**src/rtl/mem_ctrl_pkg.sv**
```systemverilog
// Shared types and widths for the cache-to-halfword-RAM block controller.
package mem_ctrl_pkg;

  localparam int BLOCK_W = 32;
  localparam int HALF_W  = 16;

  typedef enum logic [3:0] {
    IDLE,
    RD_LO,
    CAP_LO,
    RD_HI,
    CAP_HI,
    LOAD_DONE,
    WR_LO,
    WR_HI,
    STORE_DONE
  } state_t;

endpackage

```
**src/rtl/beat_counter.sv**
```systemverilog
// Per-beat wait counter: counts 0..BEAT_WAIT while enabled, cleared on every state change.
module beat_counter #(
  parameter int BEAT_WAIT = 0
) (
  input  logic clk,
  input  logic rst,
  input  logic clear,
  input  logic enable,
  output logic done
);

  localparam logic [3:0] LAST = 4'(BEAT_WAIT);

  logic [3:0] r_count;

  always_ff @(posedge clk or posedge rst) begin
    if (rst) begin
      r_count <= '0;
    end else if (clear) begin
      r_count <= '0;
    end else if (enable && !done) begin
      r_count <= r_count + 4'd1;
    end
  end

  assign done = (r_count == LAST);

endmodule

```
**src/rtl/mem_block_ctrl.sv**
```systemverilog
// Splits 32-bit cache block loads/stores into two 16-bit beats on a synchronous RAM.
// Handshake with the cache is four-phase; stores win over simultaneous loads.
module mem_block_ctrl
  import mem_ctrl_pkg::*;
#(
  parameter int ADDR_W    = 16,
  parameter int BEAT_WAIT = 0
) (
  input  logic               clk,
  input  logic               rst,
  input  logic               load_req,
  input  logic               store_req,
  input  logic [ADDR_W-1:0]  address_in,
  input  logic [BLOCK_W-1:0] data_in,
  output logic [BLOCK_W-1:0] data_out,
  output logic               load_completed,
  output logic               store_completed,
  output logic               busy,
  output logic [ADDR_W-1:0]  ram_addr,
  output logic [HALF_W-1:0]  ram_wdata,
  output logic               ram_wren,
  input  logic [HALF_W-1:0]  ram_rdata
);

  state_t              r_state;
  state_t              w_next;
  logic [ADDR_W-3:0]   r_addr;
  logic [BLOCK_W-1:0]  r_wdata;
  logic [BLOCK_W-1:0]  r_data_out;
  logic [ADDR_W-1:0]   r_ram_addr;
  logic                w_done;
  logic                w_cnt_en;
  logic                w_accept;
  logic [ADDR_W-1:0]   w_hi;
  logic                w_unused_addr;

  assign w_unused_addr = &{1'b0, address_in[1:0]};
  assign w_hi          = {1'b0, r_addr, 1'b1};
  assign w_accept      = (r_state == IDLE) && (w_next != IDLE);

  beat_counter #(.BEAT_WAIT(BEAT_WAIT)) u_beat_counter (
    .clk    (clk),
    .rst    (rst),
    .clear  (w_next != r_state),
    .enable (w_cnt_en),
    .done   (w_done)
  );

  always_ff @(posedge clk or posedge rst) begin
    if (rst) begin
      r_state    <= IDLE;
      r_addr     <= '0;
      r_wdata    <= '0;
      r_data_out <= '0;
      r_ram_addr <= '0;
    end else begin
      r_state <= w_next;
      if (w_accept) begin
        r_addr     <= address_in[ADDR_W-1:2];
        r_wdata    <= data_in;
        r_ram_addr <= {1'b0, address_in[ADDR_W-1:2], 1'b0};
      end
      // Advance to the high halfword only once the low beat is fully finished.
      if ((r_state == CAP_LO) || ((r_state == WR_LO) && w_done)) begin
        r_ram_addr <= w_hi;
      end
      if (r_state == CAP_LO) begin
        r_data_out[HALF_W-1:0] <= ram_rdata;
      end
      if (r_state == CAP_HI) begin
        r_data_out[BLOCK_W-1:HALF_W] <= ram_rdata;
      end
    end
  end

  always_comb begin
    w_next          = r_state;
    w_cnt_en        = 1'b0;
    busy            = 1'b1;
    load_completed  = 1'b0;
    store_completed = 1'b0;
    ram_wren        = 1'b0;
    ram_wdata       = '0;
    unique case (r_state)
      IDLE: begin
        busy = 1'b0;
        if (store_req) begin
          w_next = WR_LO;
        end else if (load_req) begin
          w_next = RD_LO;
        end
      end
      RD_LO: begin
        w_cnt_en = 1'b1;
        if (w_done) w_next = CAP_LO;
      end
      CAP_LO: w_next = RD_HI;
      RD_HI: begin
        w_cnt_en = 1'b1;
        if (w_done) w_next = CAP_HI;
      end
      CAP_HI: w_next = LOAD_DONE;
      LOAD_DONE: begin
        load_completed = 1'b1;
        if (!load_req) w_next = IDLE;
      end
      WR_LO: begin
        w_cnt_en  = 1'b1;
        ram_wren  = 1'b1;
        ram_wdata = r_wdata[HALF_W-1:0];
        if (w_done) w_next = WR_HI;
      end
      WR_HI: begin
        w_cnt_en  = 1'b1;
        ram_wren  = 1'b1;
        ram_wdata = r_wdata[BLOCK_W-1:HALF_W];
        if (w_done) w_next = STORE_DONE;
      end
      STORE_DONE: begin
        store_completed = 1'b1;
        if (!store_req) w_next = IDLE;
      end
      default: w_next = IDLE;
    endcase
  end

  assign data_out = r_data_out;
  assign ram_addr = r_ram_addr;

endmodule

```
**config.mk**
```make
export PLATFORM = sky130hd
export DESIGN_NAME = mem_block_ctrl
export DESIGN_NICKNAME = d
export VERILOG_FILES = /design/src/rtl/mem_ctrl_pkg.sv /design/src/rtl/beat_counter.sv /design/src/rtl/mem_block_ctrl.sv
export SDC_FILE = /design/constraint.sdc
export NUM_CORES = 1
export LEC_CHECK = 0
export CORE_AREA = 2 2 174 91
export DETAILED_ROUTE_END_ITERATION = 8
export DIE_AREA = 0 0 176 93
export GPL_TIMING_DRIVEN = 0
export SYNTH_ARGS = -nofsm -noshare
export SYNTH_HDL_FRONTEND = slang
export SYNTH_HIERARCHICAL = 1
export SYNTH_SLANG_ARGS = --single-unit
```
**constraint.sdc**
```tcl
create_clock -name clk -period 6.96 [get_ports clk]
set_input_delay 1.392 -clock clk [delete_from_list [all_inputs] [get_ports clk]]
set_output_delay 1.392 -clock clk [all_outputs]
set_load 0.005 [all_outputs]
```
**After elaboration in Yosys (flattened, before gate mapping)**

Index checks and enable logic that the tools add are counted.

- Register bits after elaboration: 102
- Input bits: 68
- Output and inout port bits: 68
- Word-level logic and storage cells: 48

- Add/sub/neg operators: 1
- Equality and inequality tests: 9
- Muxes and demuxes: 19
- Reduce and logical (&&, ||, !) cells: 12

Operators by type and width:

| cell | count |
|---|---|
| 2-to-1 mux 4 bit | 10 |
| one-hot mux 4 bit (9 select lines) | 1 |
| 2-to-1 mux 16 bit | 2 |
| one-hot mux 16 bit (2 select lines) | 1 |
| equality test 4 x 3 -> 1 bit (second input constant) | 4 |
| equality test 4 x 2 -> 1 bit (second input constant) | 2 |
| zero test 4 bit | 2 |
| 2-to-1 mux 1 bit | 5 |
| adder 4 x 1 -> 4 bit (second input constant) | 1 |
| equality test 4 x 1 -> 1 bit (second input constant) | 1 |
| equality test 4 bit (second input constant) | 1 |
| != test 4 bit | 1 |
| nonzero test 2 bit | 2 |
| nonzero test 4 bit | 1 |
| OR reduction 4 bit | 1 |
| logical AND 1 bit | 3 |
| OR reduction 2 bit | 1 |
| zero test 1 bit | 1 |
| logical OR 1 bit | 1 |

**Depth between registers and ports, before layout**

Gate-level depths: netlist of run 1.

- Depth in word-level cells: 7
- Gate-level depth with buffers: 10
- Mapped depth without buffers: 10

**Hierarchy**

The synthesis of run 1 kept the hierarchy.

Modules (own cells, without submodules):

| module | times used | cells an instance | area each (um^2) | seq. area each (um^2) |
|---|---|---|---|---|
| mem_block_ctrl | 1 | 339 | 4388.0 | 2427.3 |
| beat_counter | 1 | 24 | 240.2 | 100.1 |

**Worst setup path before layout of run 1**

OpenSTA, ideal clock, no wires.

- Path kind: register -> output
- Start point: reg r_state[0]
- End point: out busy
- Data arrival time: 1436 ps
- Data required time: 5568 ps
- Path slack: 4132 ps
- Stages on the path, launching flop included: 5
- Path buffers: 2
- Cells stage by stage: dfrtp_1 -> buf_2 -> nor4_2 -> clkbuf_1 -> inv_1

- Cells in the longest elaborated chain, start to end: 2

RTL lines:

| element | RTL line | text |
|---|---|---|
| start: declaration | mem_block_ctrl.sv:25 | `state_t r_state;` |
| start signal: assignment | mem_block_ctrl.sv:57 | `r_state <= w_next;` |
| zero test 4 bit | mem_block_ctrl.sv:84 | `unique case (r_state)` |
| 2-to-1 mux 1 bit | mem_block_ctrl.sv:84 |  |
| end: declaration | mem_block_ctrl.sv:18 | `output logic busy,` |

Every way passes these cells.

**Worst setup path in the final report of run 1**

Ends and elaborated chain as after synthesis.

==> impl_metrics.env, run 1 <==
export IMPL_synthDistinctLibCells=46
export IMPL_nNetsFinal=577
export IMPL_grt_use_total_pct=15.5
export IMPL_syn_cell_area_um2=4630
export IMPL_synth_compound_area_share_pct=9.46
export IMPL_worstSetupEndpointType="output port"
export IMPL_cts_buffers=9
export IMPL_dp_slack_ns=3.15
export IMPL_synth_xor_area_share_pct=0.189
export IMPL_synthSimpleGateAreaFrac_pct=7.84
export IMPL_maxCapViolCount=0
export IMPL_crit_type="flop to output port"
export IMPL_ff2ff_path_depth=10
export IMPL_hold_path_class="flop to flop"
export IMPL_final_common_cell="clkdlybuf4s50_1"
export IMPL_finClkSkew_ns=0.00902
export IMPL_slew_violations=0
export IMPL_clock_fmax_ghz=0.239
export IMPL_syn_avg_cell_area_um2=12.7
export IMPL_ir_worst_vdd_v=0.000166
export IMPL_cts_tree="built"
export IMPL_holdPathEnd="data_out[7]"
export IMPL_reg2reg_from="u_beat_counter/r_count[0]"
export IMPL_wirelength_um=12200
export IMPL_ctsResizeCount=0
export IMPL_synth_top_family_by_area="multiplexers"
export IMPL_via_per_inst=4.72
export IMPL_ctsRootBufferMaster="clkbuf_16"
export IMPL_rsz0062_at_grt="false"
export IMPL_die_y_um=93
export IMPL_synthMuxAreaShare_pct=22.3
export IMPL_crit_fanout=10
export IMPL_grt_pass1_wl_um=19600
export IMPL_antenna_found_initial=0
export IMPL_drtIter0Drc=120
export IMPL_synth_top_cell_area_share_pct=54.6
export IMPL_cp_data_required_time_ns=5.57
export IMPL_drc=0
export IMPL_slew_headroom_pct=47.5
export IMPL_core_um2=14900
export IMPL_placed_area_um2=6230
export IMPL_reg2reg_to="u_beat_counter/r_count[0]"
export IMPL_finalCritPeriodShare_pct=60.1
export IMPL_vias=3380
export IMPL_holdWs_ns=0.484
export IMPL_insertion_delay_ns=0.34
export IMPL_h_tree_depth=3
export IMPL_floorplan_initialDensity_pct=31.0
export IMPL_netlist_top_cell_by_area="dfrtp_1"
export IMPL_rrSetupSlack_ns=3.97
export IMPL_crit_path_start_kind="flop"
export IMPL_layout_drive_gt1_share_pct=16.8
export IMPL_tightestPinTransition_ns=0.788
export IMPL_synth_edf_count=0
export IMPL_grt_pass1_vias=3582
export IMPL_synth_fa_ha_area_share_pct=0.541
export IMPL_dpl_hpwl_um=9070
export IMPL_hold_viol=0
export IMPL_synth_cells=363
export IMPL_area_delta_synth_final_pct=41.1
export IMPL_io_buffers=132
export IMPL_synth_seq_area_share_pct=54.6
export IMPL_gp_congestion=0.780
export IMPL_crit_start="r_state[0]"
export IMPL_utilization_pct=43.7
export IMPL_fp_dieW_um=176
export IMPL_status="complete, no violations"
export IMPL_ios=136
export IMPL_die_area_um2=16400
export IMPL_finalSetupViolCount=0
export IMPL_clock_sinks=101
export IMPL_layout_common_cells="clkdlybuf4s50_1, dfrtp_1, mux2_4, inv_1, nor2_1"
export IMPL_synth_area_leaders="dfrtp_1, mux2_4, mux2_1"
export IMPL_layout_setup_ws_ns=2.77
export IMPL_cts_hold_buffers=0
export IMPL_grt_overflow_total=0
export IMPL_wl_per_cell_um=17.0
export IMPL_cp_arrival_ns=2.79
export IMPL_post_route_min_period_ns=4.19
export IMPL_synthFlopType="dfrtp_1"
export IMPL_rows=32
export IMPL_dr_pass1_iters=4
export IMPL_ys_seq_elements=101
export IMPL_syn_nets=433
export IMPL_p_leak_nw=2.78
export IMPL_clockBufferDepth=2
export IMPL_finalInstanceArea_um2=6530
export IMPL_min_from="data_out[7]"
export IMPL_cts_setup_buffers=0
export IMPL_diodes=0
export IMPL_ys_warn_count=6
export IMPL_antenna_left=0
export IMPL_tns_ns=0
export IMPL_clkTransAtPathRegs_ns=0.07
export IMPL_hold_depth=1
export IMPL_grt_max_degree=51
export IMPL_p_per_area_nw_per_um2=473
export IMPL_synthArstFlopShare_pct=100
cell families after synthesis:
| kind of cell | Yosys count |
|---|---|
| xor gates and xnor gates | 1 |
| other | 1 |
| muxes | 83 |
| buffers and inverters | 47 |
| DFF | 101 |
| AOI/OAI and AO/OA | 59 |
| adders and majority gates | 2 |
| and+or+nand+nor | 69 |
sequential cells by signal, summed over array words and instances (netlist names):
signal                  cells
r_wdata                    32
u_beat_counter/r_count      4
r_state                     4
ram_addr                   15
data_out                   32
r_addr                     14
power by group:
| group | total, W | internal, W | leakage [nW] | switching, W |
|---|---|---|---|---|
| combinational | 0.00157 | 0.000875 | 1.41 | 0.000691 |
| clock | 0.000494 | 0.000266 | 0.140 | 0.000228 |
| sequential | 0.00103 | 0.000878 | 1.22 | 0.000154 |
| total | 0.00309 | 0.00202 | 2.78 | 0.00107 |
Yosys cell counts, types with 3 or more instances:
cell type,count
dfrtp_1,101
mux2_4,32
inv_1,23
nor2_1,22
mux2_1,21
nand2_1,19
mux2i_1,18
o21ai_1,15
o221ai_1,15
o211ai_1,14
mux2_2,12
clkbuf_1,8
buf_2,7
nand2b_1,6
a21oi_1,5
buf_6,5
nor2b_1,3
worst max path at each step:
stage,endpoint,slack (ns),cells past startpoint
2_1_floorplan,data_out[0],3.03,1
3_3_place_gp,r_wdata[10],1.44,2
3_5_place_dp,busy,3.15,5
4_1_cts,busy,2.76,5
5_1_grt,busy,2.58,5
6_report,busy,2.77,5
per-layer routing:
| layer | part of all wire (%) | up-vias | track usage (%) |
|---|---|---|---|
| li1 | - | 1561 | - |
| met1 | 50 | 1699 | 22.4 |
| met2 | 41 | 108 | 22.3 |
| met3 | 7.5 | 12 | 5.53 |
| met4 | 0.95 | 0 | 3.31 |
| met5 | 0 | - | 0 |
through the flow:
stage          power (W)  std cells
6_report         0.00309        716
2_1_floorplan    0.00196        363
3_3_place_gp     0.00257        699
5_1_grt          0.00330        716
4_1_cts          0.00314        716
3_5_place_dp     0.00263        700
critical path, stage by stage (launching register included):
cell	delay, ns
dfrtp_1	0.44
buf_2	0.22
nor4_2	0.70
clkbuf_1	0.50
inv_1	0.11
clkdlybuf4s50_1	0.47
layout make-up:
type,count,area [um2]
inverters,23,88.8
fillers,1384,8400
clock inverters,5,43.8
flip-flops and latches,101,2530
multi-input cells,215,1870
well taps,204,255
clock buffers,11,253
repair buffers,133,1350
plain buffers,24,144
(Power assumes the default switching activity.)
==> run 2, diff against run 1 <==
Clock period 6.96 ns to 3.4 ns, I/O delays scaled along.
==> impl_metrics.env, run 2 (synthesized netlist as in run 1, its figures left out) <==
export IMPL_swShare_pct=34.8
export IMPL_p_int_w=0.00414
export IMPL_rrSetupSlack_ns=0.44
export IMPL_die_y_um=93
export IMPL_fillers=1387
export IMPL_grt_use_total_pct=15.6
export IMPL_rsz0062_at_grt="false"
export IMPL_drc=0
export IMPL_grt_max_degree=51
export IMPL_crit_path_start_kind="flop"
export IMPL_clock_sinks=101
export IMPL_clock_power_share_pct=15.9
export IMPL_core_um2=14900
export IMPL_hold_viol=0
export IMPL_tightestPinTransition_ns=0.709
export IMPL_maxCapViolCount=0
export IMPL_finClkSkew_ns=0.00805
export IMPL_clockBufferDepth=2
export IMPL_dpl_hpwl_um=9070
export IMPL_ios=136
export IMPL_p_leak_nw=2.79
export IMPL_gp_congestion=0.780
export IMPL_finalCritPeriodShare_pct=92.2
export IMPL_cts_buffers=9
export IMPL_power_switching_w=0.00221
export IMPL_dr_pass1_iters=4
export IMPL_diodes=0
export IMPL_clock_fmax_ghz=0.319
export IMPL_regArea_um2=2530
export IMPL_grt_overflow_total=0
export IMPL_antenna_found_initial=0
export IMPL_insertion_delay_ns=0.34
export IMPL_dp_slack_ns=0.301
export IMPL_p_per_area_nw_per_um2=971
export IMPL_grt_busiest_layer="met2"
export IMPL_io_buffers=132
export IMPL_finalSetupViolCount=0
export IMPL_ctsRootBufferMaster="clkbuf_16"
export IMPL_grt_pass1_vias=3599
export IMPL_area_delta_synth_final_pct=41.4
export IMPL_crit_type="flop to output port"
export IMPL_wl_per_cell_um=17.0
export IMPL_fp_dieW_um=176
export IMPL_ff2ff_path_depth=10
export IMPL_grt_pass1_wl_um=19700
export IMPL_gr_usage_met1_pct=22.4
export IMPL_die_area_um2=16400
export IMPL_status="complete, no violations"
export IMPL_floorplan_initialDensity_pct=31.0
export IMPL_clkTransAtPathRegs_ns=0.07
export IMPL_post_route_min_period_ns=3.14
export IMPL_via_per_inst=4.71
export IMPL_placed_area_um2=6230
export IMPL_ir_worst_vdd_v=0.000338
export IMPL_nNetsFinal=577
export IMPL_cts_setup_buffers=0
export IMPL_antenna_left=0
export IMPL_wirelength_um=12200
export IMPL_hold_depth=1
export IMPL_tns_ns=0
export IMPL_holdWs_ns=0.484
export IMPL_worstSetupEndpointType="output port"
export IMPL_cp_arrival_ns=2.46
export IMPL_multi_input_area_um2=1880
export IMPL_final_common_cell="clkdlybuf4s50_1"
export IMPL_slew_headroom_pct=52.5
export IMPL_rows=32
export IMPL_hold_path_class="flop to flop"
export IMPL_drtIter0Drc=143
export IMPL_layout_drive_gt1_share_pct=17.4
export IMPL_finalInstanceArea_um2=6540
export IMPL_layout_setup_ws_ns=0.264
export IMPL_cp_data_required_time_ns=2.72
export IMPL_use_met2_pct=22.6
export IMPL_h_tree_depth=3
export IMPL_grt_use_met3_pct=5.53
export IMPL_cts_hold_buffers=0
export IMPL_vias=3374
export IMPL_slew_violations=0
export IMPL_crit_fanout=10
export IMPL_layout_common_cells="clkdlybuf4s50_1, dfrtp_1, mux2_4, inv_1, nor2_1"
export IMPL_cts_tree="built"
export IMPL_seqPwrFrac_pct=33.3
export IMPL_p_comb_share_pct=50.8
run 2: worst max-delay path: stages (launching register included):
cell and delay, ns:
dfrtp_1 0.45, buf_2 0.23, nor4_4 0.53, clkbuf_2 0.36
inv_1 0.09, clkdlybuf4s50_1 0.45
run 2: worst paths after layout:
check / start / endpoint
worst max-delay path: r_state[0] / busy
worst min-delay path: data_out[7] / data_out[7]
worst max register to register: u_beat_counter/r_count[0] / u_beat_counter/r_count[0]
worst min register to register: data_out[7] / data_out[7]
max in group asynchronous: rst / r_wdata[11]
min in group asynchronous: rst / u_beat_counter/r_count[0]
run 2: cell type report:
type / count / share of cell area, %
Buffer: 24 / 2.26
Clock buffer: 11 / 3.86
Clock inverter: 5 / 0.669
Inverter: 23 / 1.36
Multi-Input combinational cell: 215 / 28.7
Sequential cell: 101 / 38.6
Tap cell: 204 / 3.90
Timing Repair Buffer: 133 / 20.6
run 2: power by group through the flow:
stage / logic (W) / registers [W] / clock network [W]
after floorplan: 0.00194 / 0.00208 / 0
after global placement: 0.00316 / 0.00211 / 0
after detailed placement: 0.00325 / 0.00213 / 0
after CTS: 0.00327 / 0.00212 / 0.00105
after global routing: 0.00350 / 0.00219 / 0.00110
final: 0.00323 / 0.00211 / 0.00101
run 2: metal layers:
metal  up-vias  part of all wire, %
met5         -                    0
met4         0                 0.79
met3        10                  7.4
met2        93                   42
met1      1710                   50
li1       1561                    -
run 2: metrics by stage:
stage,std cells,power [W],util (%)
floorplan,363,0.00402,-
detailed placement,700,0.00537,41.7
finish,716,0.00636,43.8
global route,716,0.00678,43.8
global placement,699,0.00527,41.5
CTS,716,0.00643,43.8
run 2: repair_timing:
item	in CTS	in global routing
gates cloned	0	0
endpoints found under the setup margin	1	3
resized for setup	1	4
